[config.mk]
export PLATFORM = sky130hd
export DESIGN_NAME = vga_scanout
export DESIGN_NICKNAME = d
export VERILOG_FILES = /design/src/rtl/vga_scanout.sv
export SDC_FILE = /design/constraint.sdc
export NUM_CORES = 1
export LEC_CHECK = 0
export BUFFER_PORTS_ARGS = -buffer_cell sky130_fd_sc_hd__buf_2
export CORE_MARGIN = 3
export CORE_UTILIZATION = 40
export DETAILED_ROUTE_END_ITERATION = 12
export PLACE_DENSITY = 0.63
export SETUP_SLACK_MARGIN = 0.5
export SLEW_MARGIN = 20
export SYNTH_ARGS = -nofsm -noshare
export SYNTH_HDL_FRONTEND = slang
export SYNTH_SLANG_ARGS = --single-unit
[constraint.sdc]
create_clock -name clk -period 3.1 [get_ports clk]
set_input_delay 0.155 -clock clk [delete_from_list [all_inputs] [get_ports clk]]
set_output_delay 0.155 -clock clk [all_outputs]
set_load 0.05 [all_outputs]
[src/rtl/vga_scanout.sv]
// vga_scanout: read side of the 160x120 3-bit frame buffer.
// Generates 640x480@60 VGA timing from the 50 MHz clock, which gives 25 MHz
// pixel periods. It reads the buffer in raster order with 2^SCALE_SH x 2^SCALE_SH
// pixel replication and drives the board DAC pins. It also gives the game FSM a
// frame-start pulse and a vblank level.
// Ports:
//   clk, resetn          50 MHz clock, synchronous active-low reset
//   rd_addr / rd_data    frame-buffer port B (data valid one clk after address)
//   VGA_*                DAC pins (pixel clock, syncs, blank, 10-bit colour)
//   frame_start          one-clk pulse after the (last,last) -> (0,0) wrap
//   vblank               high while the line counter is in vertical blanking
module vga_scanout #(
  parameter int H_VIS    = 640,
  parameter int H_FP     = 16,
  parameter int H_SW     = 96,
  parameter int H_BP     = 48,
  parameter int V_VIS    = 480,
  parameter int V_FP     = 10,
  parameter int V_SW     = 2,
  parameter int V_BP     = 33,
  parameter int SCALE_SH = 2,
  parameter int FB_W     = 160
) (
  input  logic        clk,
  input  logic        resetn,
  output logic [14:0] rd_addr,
  input  logic [2:0]  rd_data,
  output logic        VGA_CLK,
  output logic        VGA_HS,
  output logic        VGA_VS,
  output logic        VGA_BLANK_N,
  output logic        VGA_SYNC_N,
  output logic [9:0]  VGA_R,
  output logic [9:0]  VGA_G,
  output logic [9:0]  VGA_B,
  output logic        frame_start,
  output logic        vblank
);

  localparam int H_TOTAL = H_VIS + H_FP + H_SW + H_BP;
  localparam int V_TOTAL = V_VIS + V_FP + V_SW + V_BP;
  localparam int HW = $clog2(H_TOTAL);
  localparam int VW = $clog2(V_TOTAL);
  localparam logic [HW-1:0] H_LAST = HW'(H_TOTAL - 1);
  localparam logic [VW-1:0] V_LAST = VW'(V_TOTAL - 1);

  logic          pix_en_reg;
  logic [HW-1:0] hc_reg, hc_next;
  logic [VW-1:0] vc_reg, vc_next;

  // Stage-0 decode of the current counter position
  logic          visible, hs_raw, vs_raw;
  logic [14:0]   fx, fy, rd_addr_next;

  // Stage-1 delayed controls
  logic          d_vis_reg, d_hs_reg, d_vs_reg;

  // Colour bits gated by the delayed visible flag, index 2=R 1=G 0=B
  logic [2:0]    chan_on;

  assign VGA_SYNC_N = 1'b1;

  always_comb begin
    hc_next = hc_reg;
    vc_next = vc_reg;
    if (pix_en_reg) begin
      if (hc_reg == H_LAST) begin
        hc_next = '0;
        vc_next = (vc_reg == V_LAST) ? '0 : vc_reg + 1'b1;
      end else begin
        hc_next = hc_reg + 1'b1;
      end
    end
  end

  always_comb begin
    visible = (hc_reg < HW'(H_VIS)) && (vc_reg < VW'(V_VIS));
    hs_raw  = !((hc_reg >= HW'(H_VIS + H_FP)) && (hc_reg < HW'(H_VIS + H_FP + H_SW)));
    vs_raw  = !((vc_reg >= VW'(V_VIS + V_FP)) && (vc_reg < VW'(V_VIS + V_FP + V_SW)));
    fx      = 15'(hc_reg >> SCALE_SH);
    fy      = 15'(vc_reg >> SCALE_SH);
    rd_addr_next = fy * 15'(FB_W) + fx;
  end

  genvar gi;
  generate
    for (gi = 0; gi < 3; gi++) begin : g_chan
      assign chan_on[gi] = rd_data[gi] & d_vis_reg;
    end
  endgenerate

  always_ff @(posedge clk) begin
    if (!resetn) begin
      pix_en_reg  <= 1'b0;
      VGA_CLK     <= 1'b0;
      hc_reg      <= '0;
      vc_reg      <= '0;
      rd_addr     <= '0;
      d_vis_reg   <= 1'b0;
      d_hs_reg    <= 1'b1;
      d_vs_reg    <= 1'b1;
      VGA_BLANK_N <= 1'b0;
      VGA_HS      <= 1'b1;
      VGA_VS      <= 1'b1;
      VGA_R       <= '0;
      VGA_G       <= '0;
      VGA_B       <= '0;
      frame_start <= 1'b0;
      vblank      <= 1'b0;
    end else begin
      pix_en_reg <= ~pix_en_reg;
      // The DAC samples on the VGA_CLK rising edge, which lands one clk after
      // each output update and one clk before the next one.
      VGA_CLK    <= ~pix_en_reg;
      hc_reg     <= hc_next;
      vc_reg     <= vc_next;
      // pix_en is high on the wrap edge and low on the following one, so this
      // is a single-clk pulse.
      frame_start <= pix_en_reg && (hc_reg == H_LAST) && (vc_reg == V_LAST);
      if (pix_en_reg) begin
        // Holding the address in blanking keeps it inside the buffer.
        if (visible) begin
          rd_addr <= rd_addr_next;
        end
        d_vis_reg   <= visible;
        d_hs_reg    <= hs_raw;
        d_vs_reg    <= vs_raw;
        // rd_data has been valid for one clk when this edge samples it.
        VGA_R       <= {10{chan_on[2]}};
        VGA_G       <= {10{chan_on[1]}};
        VGA_B       <= {10{chan_on[0]}};
        VGA_BLANK_N <= d_vis_reg;
        VGA_HS      <= d_hs_reg;
        VGA_VS      <= d_vs_reg;
        vblank      <= (vc_next >= VW'(V_VIS));
      end
    end
  end

endmodule
==> impl_metrics.ini, run 1 <==
[yosys]
synth_warnings = 0
yosysTopAreaCellShare_pct = 33.29
synthCells = 327
ys.flop_type = dfxtp_1
ys_async_sr_fraction_pct = 0
synth.most_common_cell = dfxtp_1
syn_area_per_cell_um2 = 8.644
ys_seq_area_share_pct = 33.29
synth_common_cells = dfxtp_1 (47), nor2_1 (41), buf_4 (28)
synth_area_leader_cell = dfxtp_1
ys_seq_elements = 47
synth_area_um2 = 2826
synthTopCellsByArea = dfxtp_1 (33%), ha_1 (8.4%), buf_4 (7.4%)
syn_nets = 353
synth_cell_types = 55
synth_edf_count = 0

[pwr]
internal_power_uw = 799.3
p_leak_nw = 1.355
swShare_pct = 27.79
powerDensity_nw_per_um2 = 344.9
p_seq_share_pct = 56.3
switchingPower_uw = 307.6
power_frac_comb_pct = 11.6
total_power_mw = 1.107
p_clk_share_pct = 32.0
vdd_drop_max_mv = 0.2062

[sta]
rsz0062_at_grt = true
finalClockSkew_ns = 0.004834
post-route-period-util_pct = 84.09
relSlewSlack_pct = 47.41
tightest_slew_ns = 0.7879
max_freq_mhz = 383.6
setup_viol = 0
hold_viol_final = 0
finalMaxSlewViolations = 0
fin_tns_setup_ns = 0
period_needed_ns = 2.607
holdWs_ns = 0.1269

[detailed_routing]
avgViaCountPerCell = 4.952
ant_nets = 0
dr.pass1.iters = 4
vias = 2258
drc = 0
wl_um = 5770
drt_iter0_drc = 71
avgRoutedWirePerCell_um = 12.65

[clock_network]
h-tree-depth = 2
path_clk_slew_ns = 0.08
clk_latency_ns = 0.30
tritoncts = built
cts_root_buffer = clkbuf_8
clock_sinks = 47
cts_hold_buf = 0
cts_made_buffers = 5
clk_path_buf_depth = 2

[placement]
portBuffers = 55
routabilityCongestion = 0.7817
dp_hpwl_um = 4219

[worst_hold_path]
min_to = VGA_B[0]$_SDFFE_PN0P_
hold_path_class = in2reg
hold_path_startpoint = rd_data[0]
min_path_cells = 3

[die]
io-pin-count = 57
die_w_um = 90.06
core_um2 = 6832
start_util_pct = 41.37
die_h_um = 90.06
rows = 30
die-area_um2 = 8111

[global_routing]
globalRouteMet2Util_pct = 21.66
grt_usage_pct = 14.24
grt_overflow = 0
gr-usage-met3_pct = 2.929
top_usage_layer = met2
grt_pass1_wl_um = 9701
antenna_found_initial = 0
gr-usage-met1_pct = 20.38
grt_pass1_vias = 2028
grt_max_degree = 24

[critical_path]
ff2ff_setup_slack_ns = 0.49
critPathMaxFanout = 3
path_class = reg2reg
cp-start-kind = flip-flop
critical_path_required_ns = 3.33
r2r-end = rd_addr[14]$_SDFFE_PN0P_
r2r_start = vc_reg[3]$_SDFF_PN0_
endpoint_kind = flip-flop
crit_arrival_ns = 2.84
reg2reg_depth = 9

[final_layout]
area_growth_pct = 13.55
ff_latch_area_um2 = 958.4
diodes = 0
multi_input_area_um2 = 1647
finish.net_count = 385
largest_reg_flops = 15
num-fill-cells = 681
drive_above_1_share_pct = 26.11

[outcome]
outcome = complete, no violations

[flow_run]
drv_cap = 0
## worst max-delay path by stage
stage                                     from                        to  cells after the start
after detailed placement  vc_reg[6]$_SDFF_PN0_  rd_addr[14]$_SDFFE_PN0P_                      8
after global placement    vc_reg[6]$_SDFF_PN0_  rd_addr[14]$_SDFFE_PN0P_                      8
after global routing      vc_reg[3]$_SDFF_PN0_  rd_addr[14]$_SDFFE_PN0P_                      9
after CTS                 vc_reg[5]$_SDFF_PN0_  rd_addr[14]$_SDFFE_PN0P_                      8
after floorplan           vc_reg[2]$_SDFF_PN0_  rd_addr[14]$_SDFFE_PN0P_                      9
final                     vc_reg[3]$_SDFF_PN0_  rd_addr[14]$_SDFFE_PN0P_                      9
## power groups by stage
stage | clock network, mW | logic [mW] | registers [mW]
after global placement | 0 | 0.129 | 0.641
after floorplan | 0 | 0.0842 | 0.667
after global routing | 0.396 | 0.136 | 0.626
final | 0.354 | 0.129 | 0.624
after detailed placement | 0 | 0.129 | 0.642
after CTS | 0.370 | 0.129 | 0.626
## metrics by stage
stage	setup slack, ns	util (%)	cells	area (µm²)
after detailed placement	0.3171	44.41	443	3034
after floorplan	0.5097	-	327	2863
after global placement	0.3994	44.41	443	3034
after global routing	0.3853	46.98	456	3209
final	0.4933	46.98	456	3209
after CTS	0.5124	46.14	453	3152
## final cells by class
class | count | area share [%]
inverter | 16 | 1.871
clock inverter | 1 | 0.1559
timing repair buffer | 64 | 10.68
multi-input combinational | 225 | 51.31
tap | 96 | 3.743
clock buffer | 7 | 2.378
sequential | 47 | 29.86
## routing by layer
metal / part of all wire (%) / vias up
li1: - / 1162
met1: 49 / 1015
met2: 43 / 71
met3: 6.7 / 10
met4: 1.5 / 0
met5: 0 / -
## critical path, stage by stage, from the launching register on
cell	delay [ns]
dfxtp_4	0.36
ha_4	0.24
ha_4	0.17
inv_2	0.05
fa_2	0.45
nor2b_2	0.15
o2111ai_2	0.12
or3_1	0.41
or4_1	0.47
a31oi_1	0.13
## placed cells by master (no fill, tap or decap), types with 3 or more instances in the layout
| master | n |
|---|---|
| dfxtp_4 | 4 |
| nand2_1 | 22 |
| nor2b_1 | 4 |
| dfxtp_1 | 41 |
| xnor2_1 | 14 |
| and3_1 | 6 |
| nand3_1 | 8 |
| nand4_1 | 10 |
| mux2i_1 | 13 |
| buf_4 | 9 |
| ha_4 | 4 |
| clkbuf_8 | 5 |
| a211o_1 | 3 |
| nand2b_1 | 3 |
| inv_1 | 15 |
| buf_2 | 55 |
| o21ai_0 | 8 |
| a211oi_1 | 3 |
| nor3_1 | 7 |
| nor2_1 | 41 |
| xor2_1 | 10 |
| a21oi_1 | 9 |
| ha_1 | 14 |
## logic make-up (layout without fill, tap and decap cells)
family | after synthesis | in the layout | share of synthesized area (%)
compound gates | 47 | 47 | 12.13
other cells | 1 | 1 | 0.1327
buf+inv | 55 | 88 | 11.11
fa+ha+maj | 21 | 21 | 9.827
simple gates | 117 | 117 | 20.76
mux | 14 | 14 | 5.002
xor+xnor | 25 | 25 | 7.747
flops | 47 | 47 | 33.29
## repair_timing
| action | in CTS | in global routing |
|---|---|---|
| resized for setup | 9 | 7 |
| setup endpoints to repair | 1 | 1 |
| setup buffers | 2 | 3 |
| pin swaps | 2 | 4 |
Note: power is estimated with default switching activity, not from simulation.
==> run 2: changes to the inputs <==
Clock period 3.1 ns to 2.4 ns, I/O delays scaled along.
==> impl_metrics.ini, run 2 (synthesis results as in run 1) <==
[placement]
dp_hpwl_um = 4716
routabilityCongestion = 0.8461
place_inst = 466
placed_area_um2 = 3241
portBuffers = 55

[die]
start_util_pct = 41.37
die-area_um2 = 8111
die_w_um = 90.06
core_um2 = 6832
die_h_um = 90.06
rows = 30
io-pin-count = 57

[pwr]
powerDensity_nw_per_um2 = 410.5
total_power_mw = 1.497
p_leak_nw = 1.525
vdd_drop_max_mv = 0.2566

[critical_path]
cp-start-kind = flip-flop
endpoint_kind = flip-flop
path_class = reg2reg
critPathMaxFanout = 2
crit_arrival_ns = 2.76
critical_path_required_ns = 2.63

[clock_network]
h-tree-depth = 2
cts_root_buffer = clkbuf_8
clock_sinks = 47
clk_latency_ns = 0.30
tritoncts = built
clk_path_buf_depth = 2
cts_made_buffers = 5
path_clk_slew_ns = 0.09

[worst_hold_path]
hold_path_class = in2reg

[global_routing]
antenna_found_initial = 0
grt_overflow = 0
grt_pass1_vias = 2272
grt_max_degree = 24
grt_pass1_wl_um = 10430
grt_usage_pct = 15.15

[flow_run]
drv_cap = 0

[final_layout]
finish.net_count = 410
area_growth_pct = 29.00
largest_reg_flops = 15
drive_above_1_share_pct = 38.18
final_area_um2 = 3646
mostFrequentLayoutCell = buf_2
stdcell_count = 481
final_cell_mix = buf_2 (55), nor2_1 (40), dfxtp_1 (35)
utilization_pct = 53.37
diodes = 0

[detailed_routing]
avgRoutedWirePerCell_um = 13.35
wl_um = 6423
drc = 0
avgViaCountPerCell = 4.967
ant_nets = 0
vias = 2389
dr.pass1.iters = 4
drt_iter0_drc = 61

[sta]
post-route-period-util_pct = 105.6
finalClockSkew_ns = 0.004726
max_freq_mhz = 394.7
tightest_slew_ns = 0.7613
hold_viol_final = 0
rsz0062_at_grt = true
fin_ws_ns = -0.1333
setup_viol = 1
period_needed_ns = 2.533
relSlewSlack_pct = 49.19
finalMaxSlewViolations = 0

[outcome]
violations = setup timing
outcome = finished, violations left
-- run 2: worst paths after layout --
| check | slack, ns | cells after the start | endpoint | startpoint |
|---|---|---|---|---|
| worst max register to register | -0.13 | 9 | rd_addr[14]$_SDFFE_PN0P_ | vc_reg[3]$_SDFF_PN0_ |
| worst max-delay path | -0.13 | 9 | rd_addr[14]$_SDFFE_PN0P_ | vc_reg[3]$_SDFF_PN0_ |
| worst min register to register | 0.48 | 2 | VGA_HS$_SDFFE_PN1P_ | VGA_HS$_SDFFE_PN1P_ |
| worst min-delay path | 0.09 | 3 | VGA_G[0]$_SDFFE_PN0P_ | rd_data[1] |
-- run 2: power by group --
part           total, mW  internal, mW  switching [mW]
Combinational      0.182        0.0490           0.133
Sequential         0.809         0.793          0.0157
Clock              0.506         0.237           0.269
Total               1.50          1.08           0.418
-- run 2: per-stage QoR --
stage | worst slack, ns | hold slack (ns) | setup TNS [ns]
after floorplan | -0.1703 | 0.2880 | -0.1703
after global placement | -0.1676 | 0.3951 | -0.1676
after detailed placement | -0.2183 | 0.4036 | -0.2250
after CTS | -0.1119 | 0.08605 | -0.1119
after global routing | -0.2374 | 0.08686 | -0.2655
final | -0.1333 | 0.09071 | -0.1333
-- run 2: timing repair --
item,4_1_cts,5_1_grt
setup buffers,1,6
pin swaps,7,12
hold buffers,0,0
hold endpoints to repair,0,0
endpoints found under the setup margin,8,18
gates resized for setup,18,32
-- run 2: worst max-delay path: stages (launching register included) --
cell,delay [ns]
dfxtp_4,0.36
ha_4,0.24
ha_4,0.15
inv_2,0.05
fa_2,0.46
nor2b_4,0.15
o2111ai_2,0.11
or3_1,0.33
or4_1,0.47
a31oi_1,0.13
-- run 2: layout make-up --
cell class | instances | area [µm²]
well taps | 96 | 120.1
flip-flops and latches | 47 | 963.4
fillers | 657 | 3186
repair buffers | 89 | 558.0
clock inverters | 1 | 8.758
inverters | 16 | 60.06
clock buffers | 7 | 86.33
multi-input cells | 225 | 1849
-- run 2: layer usage --
metal | vias up | wire length (µm) | GRT usage (%)
met2 | 46 | 3079 | 25.51
met3 | 8 | 218 | 3.013
met4 | 0 | 65 | 3.699
li1 | 1223 | - | -
met5 | - | 0 | 0
met1 | 1112 | 3060 | 19.93
